**src/rtl/sar_mag_search_pkg.sv**
```systemverilog
// Shared definitions for the successive-approximation magnitude search controller.
package sar_mag_search_pkg;

    typedef enum logic [1:0] {
        StIdle   = 2'd0,
        StSearch = 2'd1,
        StDone   = 2'd2
    } state_e;

    // Bit positions inside the {AeqB, AgtB, AltB} flag vector.
    localparam int unsigned FlagEq = 2;
    localparam int unsigned FlagGt = 1;
    localparam int unsigned FlagLt = 0;

    function automatic logic flags_onehot(input logic [2:0] f);
        return (f == 3'b100) || (f == 3'b010) || (f == 3'b001);
    endfunction

endpackage

```
**src/rtl/sar_mag_search.sv**
```systemverilog
// Binary-searches a target seen only through comparator flags, one bit per cycle, MSB first.
module sar_mag_search
    import sar_mag_search_pkg::*;
#(
    parameter int unsigned WIDTH = 4
) (
    input  logic             clk,
    input  logic             rst_n,
    input  logic             start,
    input  logic             AeqB,
    input  logic             AgtB,
    input  logic             AltB,
    output logic [WIDTH-1:0] guess,
    output logic             busy,
    output logic             done,
    output logic             err,
    output logic [WIDTH-1:0] result
);

    localparam int unsigned KW = (WIDTH > 1) ? $clog2(WIDTH) : 1;
    localparam logic [KW-1:0] KMax = KW'(WIDTH - 1);

    state_e           r_state;
    logic [WIDTH-1:0] r_acc;
    logic [WIDTH-1:0] r_result;
    logic [KW-1:0]    r_k;
    logic             r_err;

    logic [2:0]       w_flags;
    logic [WIDTH-1:0] w_bit;
    logic [WIDTH-1:0] w_trial;
    logic             w_keep_bit;
    logic [WIDTH-1:0] w_acc_next;

    assign w_flags = {AeqB, AgtB, AltB};
    assign w_bit   = WIDTH'(1) << r_k;
    assign w_trial = r_acc | w_bit;

    // AltB on the last bit cannot happen with a sane comparator; treat it like AgtB.
    assign w_keep_bit = w_flags[FlagLt] && !w_flags[FlagGt] && (r_k != '0);
    assign w_acc_next = w_keep_bit ? w_trial : r_acc;

    assign guess  = (r_state == StSearch) ? w_trial : '0;
    assign busy   = (r_state == StSearch);
    assign done   = (r_state == StDone);
    assign err    = r_err;
    assign result = r_result;

    always_ff @(posedge clk or negedge rst_n) begin
        if (!rst_n) begin
            r_state  <= StIdle;
            r_acc    <= '0;
            r_k      <= KMax;
            r_err    <= 1'b0;
            r_result <= '0;
        end else begin
            unique case (r_state)
                StIdle: begin
                    if (start) begin
                        r_state <= StSearch;
                        r_acc   <= '0;
                        r_k     <= KMax;
                        r_err   <= 1'b0;
                    end
                end
                StSearch: begin
                    if (!flags_onehot(w_flags)) begin
                        r_err    <= 1'b1;
                        r_result <= r_acc;
                        r_state  <= StDone;
                    end else if (w_flags[FlagEq]) begin
                        r_result <= w_trial;
                        r_state  <= StDone;
                    end else if (r_k == '0) begin
                        r_result <= w_acc_next;
                        r_state  <= StDone;
                    end else begin
                        r_acc <= w_acc_next;
                        r_k   <= r_k - 1'b1;
                    end
                end
                StDone: begin
                    r_state <= StIdle;
                end
                default: begin
                    r_state <= StIdle;
                end
            endcase
        end
    end

endmodule

```
**config.mk**
```make
export PLATFORM = sky130hd
export DESIGN_NAME = sar_mag_search
export DESIGN_NICKNAME = d
export VERILOG_FILES = /design/src/rtl/sar_mag_search_pkg.sv /design/src/rtl/sar_mag_search.sv
export SDC_FILE = /design/constraint.sdc
export NUM_CORES = 1
export LEC_CHECK = 0
export BUFFER_PORTS_ARGS = -buffer_cell sky130_fd_sc_hd__clkbuf_2
export CORE_MARGIN = 2
export CORE_UTILIZATION = 45
export CTS_BUF_LIST = sky130_fd_sc_hd__clkbuf_16
export CTS_CLUSTER_SIZE = 14
export DETAILED_ROUTE_END_ITERATION = 12
export PLACE_DENSITY = 0.68
export SYNTH_ARGS = -nofsm -noshare
export SYNTH_HDL_FRONTEND = slang
export SYNTH_SLANG_ARGS = --single-unit
```
**constraint.sdc**
```tcl
create_clock -name clk -period 1.9 [get_ports clk]
set_input_delay 0.38 -clock clk [delete_from_list [all_inputs] [get_ports clk]]
set_output_delay 0.38 -clock clk [all_outputs]
set_load 0.01 [all_outputs]
```
==> results.yml, run 1 <==
worst_setup_path:
  crit_type: "flip-flop to primary output"
  setup.worst_path.end_class: "primary output"
  cp_data_required_time_ns: 1.52
  arrival_ns: 1.42
  critPathMaxFanout: 6
  critPathLaunchType: "flip-flop"
floorplan:
  ios: 17
  initial_core_util: 0.4836
  placementRows: 14
  core-area_mm2: 0.001524
  dieArea_mm2: 0.001978
  fp.dieH_um: 44.47
  die_x_um: 44.47
power:
  cellLeakagePower_nw: 0.4566
  power.total_mw: 1.243
  powerDensity_mw_per_mm2: 1335
  ir_drop_mv: 0.9224
grt:
  grt_pass1_vias: 616
  grt_start_max_net_pins: 14
  antenna_found_initial: 0
  overflow: 0
  grt_usage: 0.2063
  grt_pass1_wl_mm: 2.849
yosys:
  ys_types: 28
  synth-edff-count: 0
  synthArstFlopShare: 1.000
  synthFlopType: "dfrtp_1"
  synth_fp_nets: 85
  avgSynthCellArea_um2: 9.826
  syn_area_um2: 737.0
  ys_warn_count: 0
  yosysSeqAreaShare: 0.4448
  synth-seq-cells: 13
  synthCells: 75
clock_tree:
  cts_hold_buf: 0
  cts_resized: 0
  clkTransAtPathRegs_ns: 0.05
  cts_buffers: 3
  root_buffer: "clkbuf_16"
  cts_buffer_depth: 2
  cts_tree: "yes"
  insertion_delay_ns: 0.25
  h-tree-depth: 1
  postCtsSetupRepairBufs: 0
  cts.sinks: 13
layout:
  nFillCells: 120
  drive_gt1_frac: 0.2887
  design_area_um2: 930.9
  final_nets: 108
  finalNonFillerCells: 113
  final_util: 0.6108
  diodes: 0
  area_growth_pct: 26.32
placement:
  gp_congestion: 0.7689
  place_inst: 109
  post_dp_cell_area_um2: 852.1
  hpwl_mm: 1.194
  io_buffers: 16
drt:
  wl_per_cell_um: 14.23
  via_count: 642
  drc_errors: 0
  ant_nets: 0
  drt-total-wl_mm: 1.608
  drt_iter0_drc: 16
  vias_per_cell: 5.681
  drt-pass1-iter-count: 4
timing:
  skew_ns: 0.004056
  fmax_mhz: 555.7
  max_slew.worst_pin.slew_ns: 0.4262
  rsz0062_at_grt: "no"
  finalHoldViolCount: 0
  tns_ns: 0
  period_share: 0.9472
  drv_slew: 0
  max-slew-margin-rel: 0.7156
  final.min_clock_period_ns: 1.800
  setup_viol: 0
min_path:
  hold_class: "input pin to async pin"
run:
  max_cap_violations: 0
run_status:
  status: "completed"
==> routing by layer <==
| layer | track usage | part of all wire | vias to the layer above |
|---|---|---|---|
| met4 | 0.1455 | 0.028 | 0 |
| li1 | - | - | 316 |
| met3 | 0.03673 | 0.039 | 5 |
| met2 | 0.3188 | 0.45 | 21 |
| met5 | 0 | 0 | - |
| met1 | 0.2570 | 0.48 | 300 |
==> Yosys cell counts (all sizes together) (2+ instances only) <==
library cell	n	area share
a211oi	3	0.031
a21oi	3	0.025
a22o	3	0.036
a2bb2oi	3	0.036
a311oi	2	0.024
and2	2	0.017
dfrtp	11	0.37
dfstp	2	0.071
ha	4	0.068
inv	4	0.020
nand2	2	0.010
nand2b	4	0.034
nor2	13	0.066
o21ai	6	0.041
xor2	2	0.034
==> layout by cell type, fill, tap and decap left out, drive strengths merged <==
master	n
nand2b	4
dfstp	2
xor2	2
dfrtp	11
o21ai	6
a31oi	1
clkbuf	19
a21oi	3
ha	4
and2	2
nor2	13
nand2	2
inv	5
nand3	1
o21a	1
o21ba	1
or2	1
a22o	3
a311oi	2
nor4b	1
nor2b	1
nor3b	1
a2bb2oi	3
and4	1
buf	3
mux2i	1
a211oi	3
==> worst max-delay path: stages, from the launching register on <==
cell	delay (ns)
dfstp_2	0.57
inv_1	0.07
ha_1	0.24
nor2_1	0.11
nor2_1	0.04
clkbuf_2	0.14
==> where the power goes <==
| group | total, mW | switching, mW | internal [mW] |
|---|---|---|---|
| registers | 0.438 | 0.0704 | 0.367 |
| clock network | 0.395 | 0.117 | 0.278 |
| logic | 0.410 | 0.224 | 0.187 |
==> final timing paths <==
| check | startpoint | to | slack [ns] | cells after the start |
|---|---|---|---|---|
| hold / removal | rst_n | result[0] | 0.02 | 1 |
| min in group clk | start | r_state[0] | 0.43 | 3 |
| setup reg to reg | r_k[0] | r_acc[3] | 0.21 | 6 |
| setup / recovery | r_k[0] | guess[0] | 0.10 | 5 |
| hold reg to reg | r_state[1] | r_state[0] | 0.51 | 1 |
| max in group asynchronous | rst_n | r_k[0] | 1.59 | 1 |
==> sequential cells by signal, summed over array words and instances, names as in the netlist <==
register and count:
err 1, r_acc 4, r_state 2, result 4
r_k 2
==> final cells by class <==
| type | count | area [um2] | area share |
|---|---|---|---|
| multi-input combinational | 57 | 386.6 | 0.4153 |
| sequential | 13 | 327.8 | 0.3522 |
| timing repair buffer | 19 | 102.6 | 0.1102 |
| clock buffer | 3 | 75.07 | 0.08065 |
| tap | 16 | 20.02 | 0.02151 |
| inverter | 4 | 15.01 | 0.01613 |
| clock inverter | 1 | 3.754 | 0.004032 |
==> metrics by stage <==
stage,hold slack (ns),worst slack [ns]
5_1_grt,0.05842,0.03165
2_1_floorplan,0.08441,0.2985
6_report,0.01902,0.1003
3_3_place_gp,0.2915,0.2861
3_5_place_dp,0.2902,0.2266
4_1_cts,0.03442,0.09368
==> cells by family after synthesis <==
family	count (synthesis)	synth area share
AND/OR/NAND/NOR	27	0.1851
AO/OA/AOI/OAI	23	0.2241
flip-flops	13	0.4448
buffers and inverters	5	0.03056
adder cells (fa/ha/maj)	4	0.06791
XOR/XNOR	2	0.03396
multiplexers	1	0.01358
(Power assumes the default switching activity.)
==> run 2: changes to the inputs <==
--- a/config.mk
+++ b/config.mk
@@ -8,7 +8,6 @@
 export BUFFER_PORTS_ARGS = -buffer_cell sky130_fd_sc_hd__clkbuf_2
 export CORE_MARGIN = 2
 export CORE_UTILIZATION = 45
-export CTS_BUF_LIST = sky130_fd_sc_hd__clkbuf_16
 export CTS_CLUSTER_SIZE = 14
 export DETAILED_ROUTE_END_ITERATION = 12
 export PLACE_DENSITY = 0.68
==> results.yml, run 2 (synthesized netlist as in run 1, its figures left out) <==
timing:
  tns_ns: 0
  final.min_clock_period_ns: 1.847
  max-slew-margin-rel: 0.7210
  period_share: 0.9720
  setup_viol: 0
  drv_slew: 0
  rsz0062_at_grt: "yes"
  finalHoldViolCount: 0
  whs_ns: 0.3956
  max_slew.worst_pin.slew_ns: 0.4182
  skew_ns: 0.005850
  fmax_mhz: 541.5
drt:
  drc_errors: 0
  drt_iter0_drc: 18
  drt-pass1-iter-count: 4
  wl_per_cell_um: 14.04
  via_count: 625
  ant_nets: 0
  vias_per_cell: 5.435
  drt-total-wl_mm: 1.615
worst_setup_path:
  slowest_stage: "dfstp_2"
  setup.worst_path.end_class: "primary output"
  arrival_ns: 1.47
  reg2reg_slack_ns: 0.20
  critPathMaxFanout: 6
  critPathLaunchType: "flip-flop"
  cp-endpoint: "guess[0]"
  slowest_delay_ns: 0.59
  worst_r2r_path_depth: 6
  crit_chain: "inv_1 > ha_1 > nor2_1 > nor2_1 > clkbuf_2"
  startpoint: "r_k[0]"
  cp_data_required_time_ns: 1.52
  worst_path_most_repeated_cell: "nor2_1"
  crit_type: "flip-flop to primary output"
  r2r_start: "r_k[0]"
  r2r_end: "r_acc[3]"
clock_tree:
  clkTransAtPathRegs_ns: 0.08
  insertion_delay_ns: 0.27
  h-tree-depth: 1
  cts.sinks: 13
  cts_tree: "yes"
  cts_buffers: 3
  root_buffer: "clkbuf_4"
  cts_buffer_depth: 2
power:
  powerDensity_mw_per_mm2: 1148
  power_frac_clock: 0.167
  p_sw_frac: 0.3767
  cellLeakagePower_nw: 0.4365
  p_int_mw: 0.6426
  seqPwrFrac: 0.423
  power.switching_mw: 0.3884
  power_frac_comb: 0.409
  ir_drop_mv: 0.6731
min_path:
  hold_class: "input pin to flip-flop"
  min-delay-start: "start"
  min_path_cells: 3
placement:
  gp_congestion: 0.7689
  hpwl_mm: 1.194
  io_buffers: 16
  place_inst: 109
layout:
  finalNonFillerCells: 115
  drive_gt1_frac: 0.3030
  area_growth_pct: 21.90
  most-common-layout-cells: "clkbuf_2 (16), nor2_1 (13), dfrtp_1 (11), o21ai_0 (6)"
  diodes: 0
  final_nets: 110
  layout_commonest_cell: "clkbuf_2"
  final_util: 0.5895
run_status:
  status: "completed"
floorplan:
  dieArea_mm2: 0.001978
  die_x_um: 44.47
  core-area_mm2: 0.001524
  initial_core_util: 0.4836
  placementRows: 14
  fp.dieH_um: 44.47
  ios: 17
grt:
  grt_pass1_vias: 608
  grt_pass1_wl_mm: 2.801
  grt_start_max_net_pins: 14
  antenna_found_initial: 0
  overflow: 0
  grt_usage: 0.1995
run:
  max_cap_violations: 0
-- run 2: power groups by stage --
stage | logic, mW | clock network [mW] | registers [mW]
after detailed placement | 0.413 | 0 | 0.440
after floorplan | 0.252 | 0 | 0.448
after global placement | 0.410 | 0 | 0.436
after CTS | 0.418 | 0.180 | 0.435
final | 0.422 | 0.172 | 0.437
after global routing | 0.475 | 0.194 | 0.449
-- run 2: worst min-delay path by stage --
stage | slack (ns) | end
2_1_floorplan | 0.08 | err
6_report | 0.40 | r_state[0]
3_3_place_gp | 0.29 | result[0]
4_1_cts | 0.38 | r_state[0]
5_1_grt | 0.40 | r_state[0]
3_5_place_dp | 0.29 | result[0]
-- run 2: critical path, delay by kind of cell (launching register included) --
kind                       cells  cell delay (ns)
buffers and inverters          2             0.21
and+or+nand+nor                2             0.15
DFF                            1             0.59
adders and majority gates      1             0.24
-- run 2: routing by layer --
metal | wire length [um] | track usage | vias to the layer above
met5 | 0 | 0 | -
met4 | 15 | 0.1091 | 0
met3 | 59 | 0.03673 | 2
met2 | 748 | 0.3101 | 16
met1 | 791 | 0.2595 | 291
li1 | - | - | 316
-- run 2: what timing repair did --
action / CTS / global route
gates resized for setup: 0 / 1
hold endpoints to repair: 11 / 0
buffers inserted: 0 / 1
hold buffers: 1 / 0
endpoints found under the setup margin: 0 / 3
-- run 2: area by class of cell --
cell class / count / area, um2
clock buffer: 4 / 26.28
multi-input combinational: 57 / 389.1
tap: 16 / 20.02
inverter: 4 / 15.01
fill: 127 / 625.6
sequential: 13 / 327.8
timing repair buffer: 21 / 120.1
-- run 2: stage by stage --
step                cell area, um2  power (mW)  setup WS, ns
finish                       898.4       1.031       0.05319
global route                 898.4       1.118     -0.008711
CTS                          888.4       1.033       0.04738
detailed placement           852.1      0.8534        0.2266
global placement             852.1      0.8457        0.2861
floorplan                    737.0      0.7002        0.2985
==> run 3: changes to the inputs <==
--- a/config.mk
+++ b/config.mk
@@ -7,10 +7,10 @@
 export LEC_CHECK = 0
 export BUFFER_PORTS_ARGS = -buffer_cell sky130_fd_sc_hd__clkbuf_2
 export CORE_MARGIN = 2
-export CORE_UTILIZATION = 45
+export CORE_UTILIZATION = 28
 export CTS_CLUSTER_SIZE = 14
 export DETAILED_ROUTE_END_ITERATION = 12
-export PLACE_DENSITY = 0.68
+export PLACE_DENSITY = 0.46
 export SYNTH_ARGS = -nofsm -noshare
 export SYNTH_HDL_FRONTEND = slang
 export SYNTH_SLANG_ARGS = --single-unit
==> results.yml, run 3 (synthesized netlist as in run 1, its figures left out) <==
timing:
  period_share: 0.9482
  max_slew.worst_pin.slew_ns: 0.4607
  fmax_mhz: 555.1
  drv_slew: 0
  rsz0062_at_grt: "no"
  worst_slack_ns: 0.09838
  finalHoldViolCount: 5
  skew_ns: 0.006448
  whs_ns: -0.002409
  tns_ns: 0
  max-slew-margin-rel: 0.6926
  final.min_clock_period_ns: 1.802
  setup_viol: 0
run_status:
  violations: "hold timing"
  status: "complete, but fails checks"
power:
  powerDensity_mw_per_mm2: 1164
  ir_drop_mv: 0.4647
  power.total_mw: 1.083
  cellLeakagePower_nw: 0.4325
worst_setup_path:
  critPathLaunchType: "flip-flop"
  reg2reg_slack_ns: 0.26
  worst_r2r_path_depth: 5
  startpoint: "r_k[0]"
  critPathMaxFanout: 5
  r2r_start: "r_k[0]"
  setup.worst_path.end_class: "primary output"
  crit_type: "flip-flop to primary output"
  cp-endpoint: "guess[0]"
  r2r_end: "r_acc[1]"
  cp_data_required_time_ns: 1.52
  arrival_ns: 1.42
layout:
  diodes: 0
  area_growth_pct: 26.15
  final_util: 0.3753
  layout_commonest_cell: "clkbuf_2"
  final_nets: 110
  drive_gt1_frac: 0.3636
  most-common-layout-cells: "clkbuf_2 (16), nor2_1 (13), dfrtp_1 (11), o21ai_0 (6), buf_4 (5)"
drt:
  via_count: 638
  drt-total-wl_mm: 1.782
  vias_per_cell: 4.946
  drt-pass1-iter-count: 4
  wl_per_cell_um: 13.81
  ant_nets: 0
  drc_errors: 0
  drt_iter0_drc: 7
clock_tree:
  cts_tree: "yes"
  root_buffer: "clkbuf_4"
  cts_buffers: 3
  clkTransAtPathRegs_ns: 0.09
  cts_hold_buf: 0
  insertion_delay_ns: 0.27
  h-tree-depth: 1
  cts.sinks: 13
  cts_buffer_depth: 2
grt:
  grt_usage: 0.1274
  grt_start_max_net_pins: 14
  grt_pass1_vias: 644
  grt_pass1_wl_mm: 3.160
  antenna_found_initial: 0
  overflow: 0
run:
  max_cap_violations: 0
floorplan:
  fp.dieH_um: 55.30
  ios: 17
  placementRows: 18
  dieArea_mm2: 0.003058
  initial_core_util: 0.2975
  die_x_um: 55.30
  core-area_mm2: 0.002477
placement:
  pre_cts_slack_ns: 0.07162
  gp_congestion: 0.7068
  io_buffers: 16
  hpwl_mm: 1.276
min_path:
  hold_class: "input pin to async pin"
## run 3: changes by cell type in the layout (fill, tap and decap cells not counted), sizes merged
cell,before,now
buf,4,5
dlygate4sd3,1,0
## run 3: worst min-delay path by stage
stage | slack [ns] | endpoint | cells past startpoint
global placement | 0.30 | r_state[0] | 1
global route | 0.01 | result[2] | 1
finish | -0.002 | r_acc[3] | 1
detailed placement | 0.31 | err | 1
floorplan | 0.08 | err | 0
CTS | 0.005 | err | 1
## run 3: repair_timing
item                                   in CTS  in global routing
endpoints found under the hold margin       0                  0
resized for setup                           0                  6
setup endpoints to repair                   0                 10
setup buffers                               0                  3
## run 3: layout make-up
type / count / area [um2]
Timing Repair Buffer: 21 / 117.6
Multi-Input combinational cell: 57 / 405.4
Inverter: 4 / 15.01
Sequential cell: 13 / 327.8
Tap cell: 30 / 37.54
Fill cell: 274 / 1548
Clock buffer: 4 / 26.28
## run 3: critical path: stages, from the launching register on
cell and delay (ns):
dfstp_2 0.58, inv_1 0.08, ha_2 0.21, nor2_1 0.11, nor2_1 0.05, clkbuf_2 0.13
## run 3: report_power, final
group,total (mW),leakage (nW),switching (mW),internal (mW)
clock,0.177,0.0150,0.0961,0.0812
sequential,0.433,0.164,0.0674,0.365
combinational,0.472,0.254,0.243,0.229
## run 3: per-layer routing
metal | track usage | up-vias | wire length [um]
li1 | - | 316 | -
met1 | 0.1889 | 308 | 883
met2 | 0.1871 | 12 | 819
met3 | 0.02108 | 2 | 63
met4 | 0.04181 | 0 | 15
met5 | 0 | - | 0
## run 3: per-stage QoR
| step | cell area [um2] | cells |
|---|---|---|
| finish | 929.6 | 129 |
| global route | 929.6 | 129 |
| CTS | 888.4 | 126 |
| detailed placement | 862.1 | 122 |
| global placement | 862.1 | 122 |
| floorplan | 737.0 | 75 |
